<file path="config.mk">
export PLATFORM = sky130hd
export DESIGN_NAME = plusarg_num_parse
export DESIGN_NICKNAME = d
export VERILOG_FILES = /design/src/rtl/plusarg_num_parse.sv
export SDC_FILE = /design/constraint.sdc
export NUM_CORES = 2
export LEC_CHECK = 0
export ABC_AREA = 0
export CORE_AREA = 2 2 647 649
export CTS_BUF_LIST = sky130_fd_sc_hd__clkbuf_8
export DETAILED_ROUTE_END_ITERATION = 16
export DIE_AREA = 0 0 649 651
export GPL_TIMING_DRIVEN = 0
export SYNTH_ARGS = -nofsm -noshare
export SYNTH_HDL_FRONTEND = slang
export SYNTH_SLANG_ARGS = --single-unit
</file>
<file path="constraint.sdc">
create_clock -name clk -period 5.3 [get_ports clk]
set_input_delay 1.325 -clock clk [delete_from_list [all_inputs] [get_ports clk]]
set_output_delay 1.325 -clock clk [all_outputs]
set_load 0.005 [all_outputs]
</file>
<file path="src/rtl/plusarg_num_parse.sv">
// Serial plusarg-style number parser: scans a NUL-padded ASCII string one character per cycle.
// Optional macro PLUSARG_NUM_PARSE_HEX_EN adds "0x"/"0X" hexadecimal support.
module plusarg_num_parse #(
    parameter int LENGTH = 200,
    parameter int WIDTH  = 32
) (
    input  logic                clk,
    input  logic                reset,
    input  logic [0:LENGTH*8-1] val,
    input  logic                start,
    output logic                busy,
    output logic                done,
    output logic [WIDTH-1:0]    value,
    output logic                error,
    output logic                ovf
);
    localparam int IW = (LENGTH > 1) ? $clog2(LENGTH) : 1;
    localparam logic [IW-1:0] LAST_IDX = IW'(LENGTH - 1);

    typedef enum logic [1:0] {IDLE, SCAN, FIN} state_t;

    state_t               state_q, state_d;
    logic [0:LENGTH*8-1]  sr_q, sr_d;
    logic [IW-1:0]        idx_q, idx_d;
    logic [WIDTH-1:0]     acc_q, acc_d;
    logic                 seen_q, seen_d;
    logic                 serr_q, serr_d;
    logic                 sovf_q, sovf_d;
    logic                 busy_q, busy_d;
    logic                 done_q, done_d;
    logic [WIDTH-1:0]     value_q, value_d;
    logic                 error_q, error_d;
    logic                 ovf_q, ovf_d;
`ifdef PLUSARG_NUM_PARSE_HEX_EN
    logic                 hex_q, hex_d;
    logic                 zero1_q, zero1_d;
`endif

    logic [7:0]           ch;
    logic                 is_dig;
    logic [3:0]           dig_val;
    logic [WIDTH+3:0]     acc_ext;
    logic [WIDTH+3:0]     wide;
    logic                 fin_err;

    assign ch = sr_q[0:7];

    // Character classification; hex letters only count once the prefix has been seen.
    always_comb begin
        is_dig  = 1'b0;
        dig_val = 4'd0;
        if (ch >= 8'h30 && ch <= 8'h39) begin
            is_dig  = 1'b1;
            dig_val = 4'(ch - 8'h30);
        end
`ifdef PLUSARG_NUM_PARSE_HEX_EN
        else if (hex_q && ch >= 8'h61 && ch <= 8'h66) begin
            is_dig  = 1'b1;
            dig_val = 4'(ch - 8'h57);
        end else if (hex_q && ch >= 8'h41 && ch <= 8'h46) begin
            is_dig  = 1'b1;
            dig_val = 4'(ch - 8'h37);
        end
`endif
    end

    // Four guard bits above the accumulator catch any overflow from one multiply-add step.
    always_comb begin
        acc_ext = {4'b0000, acc_q};
`ifdef PLUSARG_NUM_PARSE_HEX_EN
        if (hex_q)
            wide = (acc_ext << 4) + {{WIDTH{1'b0}}, dig_val};
        else
`endif
        wide = (acc_ext << 3) + (acc_ext << 1) + {{WIDTH{1'b0}}, dig_val};
    end

    always_comb begin
        state_d = state_q;
        sr_d    = sr_q;
        idx_d   = idx_q;
        acc_d   = acc_q;
        seen_d  = seen_q;
        serr_d  = serr_q;
        sovf_d  = sovf_q;
        busy_d  = busy_q;
        done_d  = 1'b0;
        value_d = value_q;
        error_d = error_q;
        ovf_d   = ovf_q;
        fin_err = 1'b0;
`ifdef PLUSARG_NUM_PARSE_HEX_EN
        hex_d   = hex_q;
        zero1_d = zero1_q;
`endif
        case (state_q)
            IDLE: begin
                if (start) begin
                    state_d = SCAN;
                    sr_d    = val;
                    idx_d   = '0;
                    acc_d   = '0;
                    seen_d  = 1'b0;
                    serr_d  = 1'b0;
                    sovf_d  = 1'b0;
                    busy_d  = 1'b1;
`ifdef PLUSARG_NUM_PARSE_HEX_EN
                    hex_d   = 1'b0;
                    zero1_d = 1'b0;
`endif
                end
            end
            SCAN: begin
                sr_d  = sr_q << 8;
                idx_d = idx_q + 1'b1;
                if (ch == 8'h00) begin
                    if (seen_q)
                        serr_d = 1'b1;
                end else begin
                    seen_d = 1'b1;
`ifdef PLUSARG_NUM_PARSE_HEX_EN
                    // zero1 marks "exactly one non-NUL seen and it was '0'".
                    zero1_d = !seen_q && (ch == 8'h30);
                    if (zero1_q && (ch == 8'h78 || ch == 8'h58))
                        hex_d = 1'b1;
                    else
`endif
                    if (!is_dig)
                        serr_d = 1'b1;
                    else if (sovf_q)
                        acc_d = '1;
                    else if (|wide[WIDTH+3:WIDTH]) begin
                        sovf_d = 1'b1;
                        acc_d  = '1;
                    end else
                        acc_d = wide[WIDTH-1:0];
                end
                if (idx_q == LAST_IDX) begin
                    state_d = FIN;
                    done_d  = 1'b1;
                    fin_err = serr_d || !seen_d;
                    error_d = fin_err;
                    value_d = fin_err ? '0 : acc_d;
                    ovf_d   = !fin_err && sovf_d;
                end
            end
            FIN: begin
                state_d = IDLE;
                busy_d  = 1'b0;
            end
            default: begin
                state_d = IDLE;
                busy_d  = 1'b0;
            end
        endcase
    end

    always_ff @(posedge clk) begin
        if (reset) begin
            state_q <= IDLE;
            sr_q    <= '0;
            idx_q   <= '0;
            acc_q   <= '0;
            seen_q  <= 1'b0;
            serr_q  <= 1'b0;
            sovf_q  <= 1'b0;
            busy_q  <= 1'b0;
            done_q  <= 1'b0;
            value_q <= '0;
            error_q <= 1'b0;
            ovf_q   <= 1'b0;
`ifdef PLUSARG_NUM_PARSE_HEX_EN
            hex_q   <= 1'b0;
            zero1_q <= 1'b0;
`endif
        end else begin
            state_q <= state_d;
            sr_q    <= sr_d;
            idx_q   <= idx_d;
            acc_q   <= acc_d;
            seen_q  <= seen_d;
            serr_q  <= serr_d;
            sovf_q  <= sovf_d;
            busy_q  <= busy_d;
            done_q  <= done_d;
            value_q <= value_d;
            error_q <= error_d;
            ovf_q   <= ovf_d;
`ifdef PLUSARG_NUM_PARSE_HEX_EN
            hex_q   <= hex_d;
            zero1_q <= zero1_d;
`endif
        end
    end

    assign busy  = busy_q;
    assign done  = done_q;
    assign value = value_q;
    assign error = error_q;
    assign ovf   = ovf_q;

endmodule

</file>
==> flow_metrics.py <==
metrics = {
    "power_and_ir_drop": {
        "swShare_pct": 30.90,
        "power.leakage_nw": 47.32,
        "clkPwrFrac_pct": 38.4,
        "switching_power_mw": 10.63,
        "peakVddDrop_v": 0.0001579,
        "p_per_area_mw_per_mm2": 297.2,
        "pwr-share-comb_pct": 19.7,
        "p_int_mw": 23.77,
        "seq_power_share_pct": 41.9,
    },
    "setup_path": {
        "timing.rr.end": "acc_q[31]",
        "r2r_start": "sr_q[0]",
        "critical_path_arrival_ps": 5860,
        "critPathRequiredTime_ps": 6180,
        "path_class": "reg2reg",
        "ff2ff_path_depth": 19,
        "crit_path_max_fanout": 10,
        "start_kind": "register",
        "r2r_slack_ps": 320,
        "end_kind": "register",
    },
    "placement": {
        "portBuffers": 1637,
        "dpl.hpwl_um": 344500,
        "gp_congestion": 1.024,
        "dpl_worst_slack_ps": -360.7,
    },
    "cells_and_area": {
        "register_area_mm2": 0.03365,
        "multi_input_area_mm2": 0.04753,
        "nets": 16550,
        "syn_to_final_growth_pct": 35.58,
        "fillers": 46030,
        "drive_gt1_share_pct": 3.222,
    },
    "clock_network": {
        "clockBufferDepth": 4,
        "cts_inserted_buffers": 317,
        "cts-root-buf": "clkbuf_8",
        "holdBufCountCts": 0,
        "clkTransAtPathRegs_ps": 60,
        "cts_resized": 0,
        "h-tree-depth": 5,
        "clk_latency_ps": 1010,
        "clkSinkCount": 1681,
        "cts_tree": "done",
        "postCtsSetupBuffers": 0,
    },
    "timing": {
        "finalCritPeriodShare_pct": 94.01,
        "final_max_slew_viol_count": 0,
        "hold_viol_final": 0,
        "setup_viol": 0,
        "fin_worst_skew_ps": 83.11,
        "fmax_ghz": 0.2007,
        "rsz0062_at_grt": "false",
        "maxSlewHeadroom_pct": 1.915,
        "fin_crit_ps": 4983,
        "finalSetupTns_ps": 0,
        "setup_ws_ps": 317.3,
        "tightest_slew_ps": 1471,
    },
    "yosys": {
        "yosys.area_share.simple_pct": 43.32,
        "synth_top_family_by_area": "simple AND/OR/NAND/NOR gates",
        "synth_seq_cells": 1681,
        "syn_area_per_cell_um2": 6.607,
        "yosys_warnings": 0,
        "yosysTopAreaCellShare_pct": 39.42,
        "yosysUniqueCellTypes": 57,
        "synthCells": 12920,
        "synthMuxAreaShare_pct": 0.01173,
        "synth_fp_nets": 14590,
        "postSynth.asyncResetShare_pct": 0,
        "yosys.area_share.adder_pct": 0.9849,
        "synth_compound_area_share_pct": 11.05,
        "ys_top_cells_by_area": "dfxtp_1, nor2_1, nor2b_1, a21oi_1, nor3_1",
        "synth.largest_area_cell": "dfxtp_1",
        "syn_area_mm2": 0.08537,
        "synth_xor_xnor_area_share_pct": 0.2770,
        "synth_edf_count": 0,
        "synthFlopType": "dfxtp_1",
        "seq_area_frac_synth_pct": 39.42,
    },
    "global_routing": {
        "grt_pass1_vias": 89940,
        "grt_max_degree": 14,
        "antenna_found_initial": 200,
        "grt_use_total_pct": 19.15,
        "met2_usage_pct": 31.26,
        "met3_usage_pct": 4.653,
        "grt.busiest_layer": "met2",
        "met1_usage_pct": 22.95,
        "grt_pass1_wl_um": 605300,
        "globalRoute.totalOverflow": 0,
    },
    "floorplanning": {
        "start_util_pct": 20.55,
        "dieArea_mm2": 0.4225,
        "fp.dieW_um": 649,
        "row_count": 237,
        "ios": 1639,
        "coreArea_mm2": 0.4154,
        "die_y_um": 651,
    },
    "worst_hold_path": {
        "hold_depth": 2,
        "min-delay-start": "value[13]",
        "hold_end": "value[13]",
        "hold_class": "reg2reg",
    },
    "run_status": {
        "run_status": "completed",
    },
    "detailed_routing": {
        "drt_wl_total_um": 428300,
        "num_vias": 95140,
        "drc": 0,
        "wl_per_cell_um": 20.55,
        "avgViaCountPerCell": 4.566,
        "dr.pass1.iters": 6,
        "drtIter0Drc": 8458,
        "ant_nets": 0,
    },
    "job": {
        "maxCapViolCount": 0,
    },
}
## layer usage
layer | part of all wire [%] | vias up
met5 | 0.13 | -
met3 | 8.2 | 872
li1 | - | 46070
met4 | 5.8 | 90
met1 | 40 | 44330
met2 | 46 | 3777
## through the flow
stage	hold slack, ps	std cells	power (mW)	area, um2	util, %
6_report	440.1	20840	34.40	115700	27.86
5_1_grt	469.1	20790	36.01	115600	27.83
4_1_cts	444.0	20610	34.62	115200	27.72
3_5_place_dp	434.9	20060	21.35	108800	26.18
3_3_place_gp	430.0	20060	21.30	108600	26.15
2_1_floorplan	434.5	12920	18.31	85370	-
## power by group through the flow
| stage | registers (mW) | clock network, mW | logic, mW |
|---|---|---|---|
| 4_1_cts | 14.4 | 13.5 | 6.73 |
| 3_3_place_gp | 14.6 | 0 | 6.67 |
| 2_1_floorplan | 14.5 | 0 | 3.85 |
| 6_report | 14.4 | 13.2 | 6.78 |
| 5_1_grt | 14.5 | 14.0 | 7.47 |
| 3_5_place_dp | 14.7 | 0 | 6.69 |
## registers in the layout, indices dropped and copies added, names as in the netlist, 2 cells and up
| register | count |
|---|---|
| acc_q | 32 |
| state_q | 2 |
| sr_q | 1600 |
| idx_q | 8 |
| value | 32 |
## cells in the mapped netlist, types with 2 or more instances
cell          n
and2_1       12
o21ai_0      85
o21ai_1       3
o211ai_1     10
and4_1        2
o221ai_1      5
a211oi_1     26
nand4b_1      2
xor2_1        9
nor4_1        4
or3_1         7
and3_1        4
a31oi_1       3
nor2b_1    1592
o21a_1        8
o311ai_1      3
nor2_1     4847
clkbuf_1   1008
a21oi_1    1639
inv_1        18
ha_1         64
or4_1         2
o2111ai_1     3
dfxtp_1    1681
a22oi_1      12
clkbuf_2      2
nand2b_1      9
buf_1        80
a21o_1        7
nor3_1     1598
a22o_1        3
o211a_1       3
nand4_1       9
xnor2_1      18
o21bai_1      3
a32o_1        2
fa_1          2
nand2_1     106
o22ai_1       2
buf_6         4
nand3_1       8
## final cells by class
type | instances | area share (%)
clock buffer | 394 | 4.685
tap | 5497 | 5.943
clock inverter | 158 | 0.8281
antenna | 224 | 0.4843
timing repair buffer | 1643 | 14.26
sequential | 1681 | 29.08
multi-input combinational | 10130 | 41.07
buffer | 1095 | 3.598
inverter | 18 | 0.05838
## cells by family (layout without fill, tap and decap cells)
logic type,after synthesis,count (layout)
AOI/OAI and AO/OA,1825,1825
adders and majority gates,66,66
buffers and inverters,1113,3308
other,0,224
xor gates and xnor gates,27,27
and+or+nand+nor,8208,8208
DFF,1681,1681
muxes,1,1
## how the worst max path moves through the flow
stage,end,cells past startpoint,slack [ps],startpoint
after detailed placement,sr_q[987],7,-360,start
final,acc_q[31],19,320,sr_q[0]
after floorplan,acc_q[10],18,1210,sr_q[6]
after global routing,value[3],19,10,sr_q[0]
after CTS,acc_q[22],18,20,sr_q[0]
after global placement,sr_q[482],8,-2770,start
## worst max-delay path: stages (launching register included)
cell,delay (ps)
dfxtp_1,330
nor2_1,280
nand4_1,240
clkbuf_1,280
nor2_1,170
ha_1,160
ha_1,200
inv_1,80
fa_1,450
nand2b_1,190
a21oi_2,240
o21ai_0,270
a211oi_2,300
o21ai_0,120
o32a_1,220
or4_4,550
buf_6,160
buf_6,160
nor2_1,330
o21ai_0,120
## placed cells by master, fill, tap and decap left out, types with 106 or more instances in the layout
| master | instances |
|---|---|
| a21oi_1 | 1638 |
| clkbuf_1 | 996 |
| clkbuf_8 | 394 |
| clkdlybuf4s50_1 | 1637 |
| dfxtp_1 | 1681 |
| diode_2 | 224 |
| inv_1 | 121 |
| nand2_1 | 106 |
| nor2_1 | 4846 |
| nor2b_1 | 1592 |
| nor3_1 | 1598 |
Note: power is estimated with default switching activity, not from simulation.
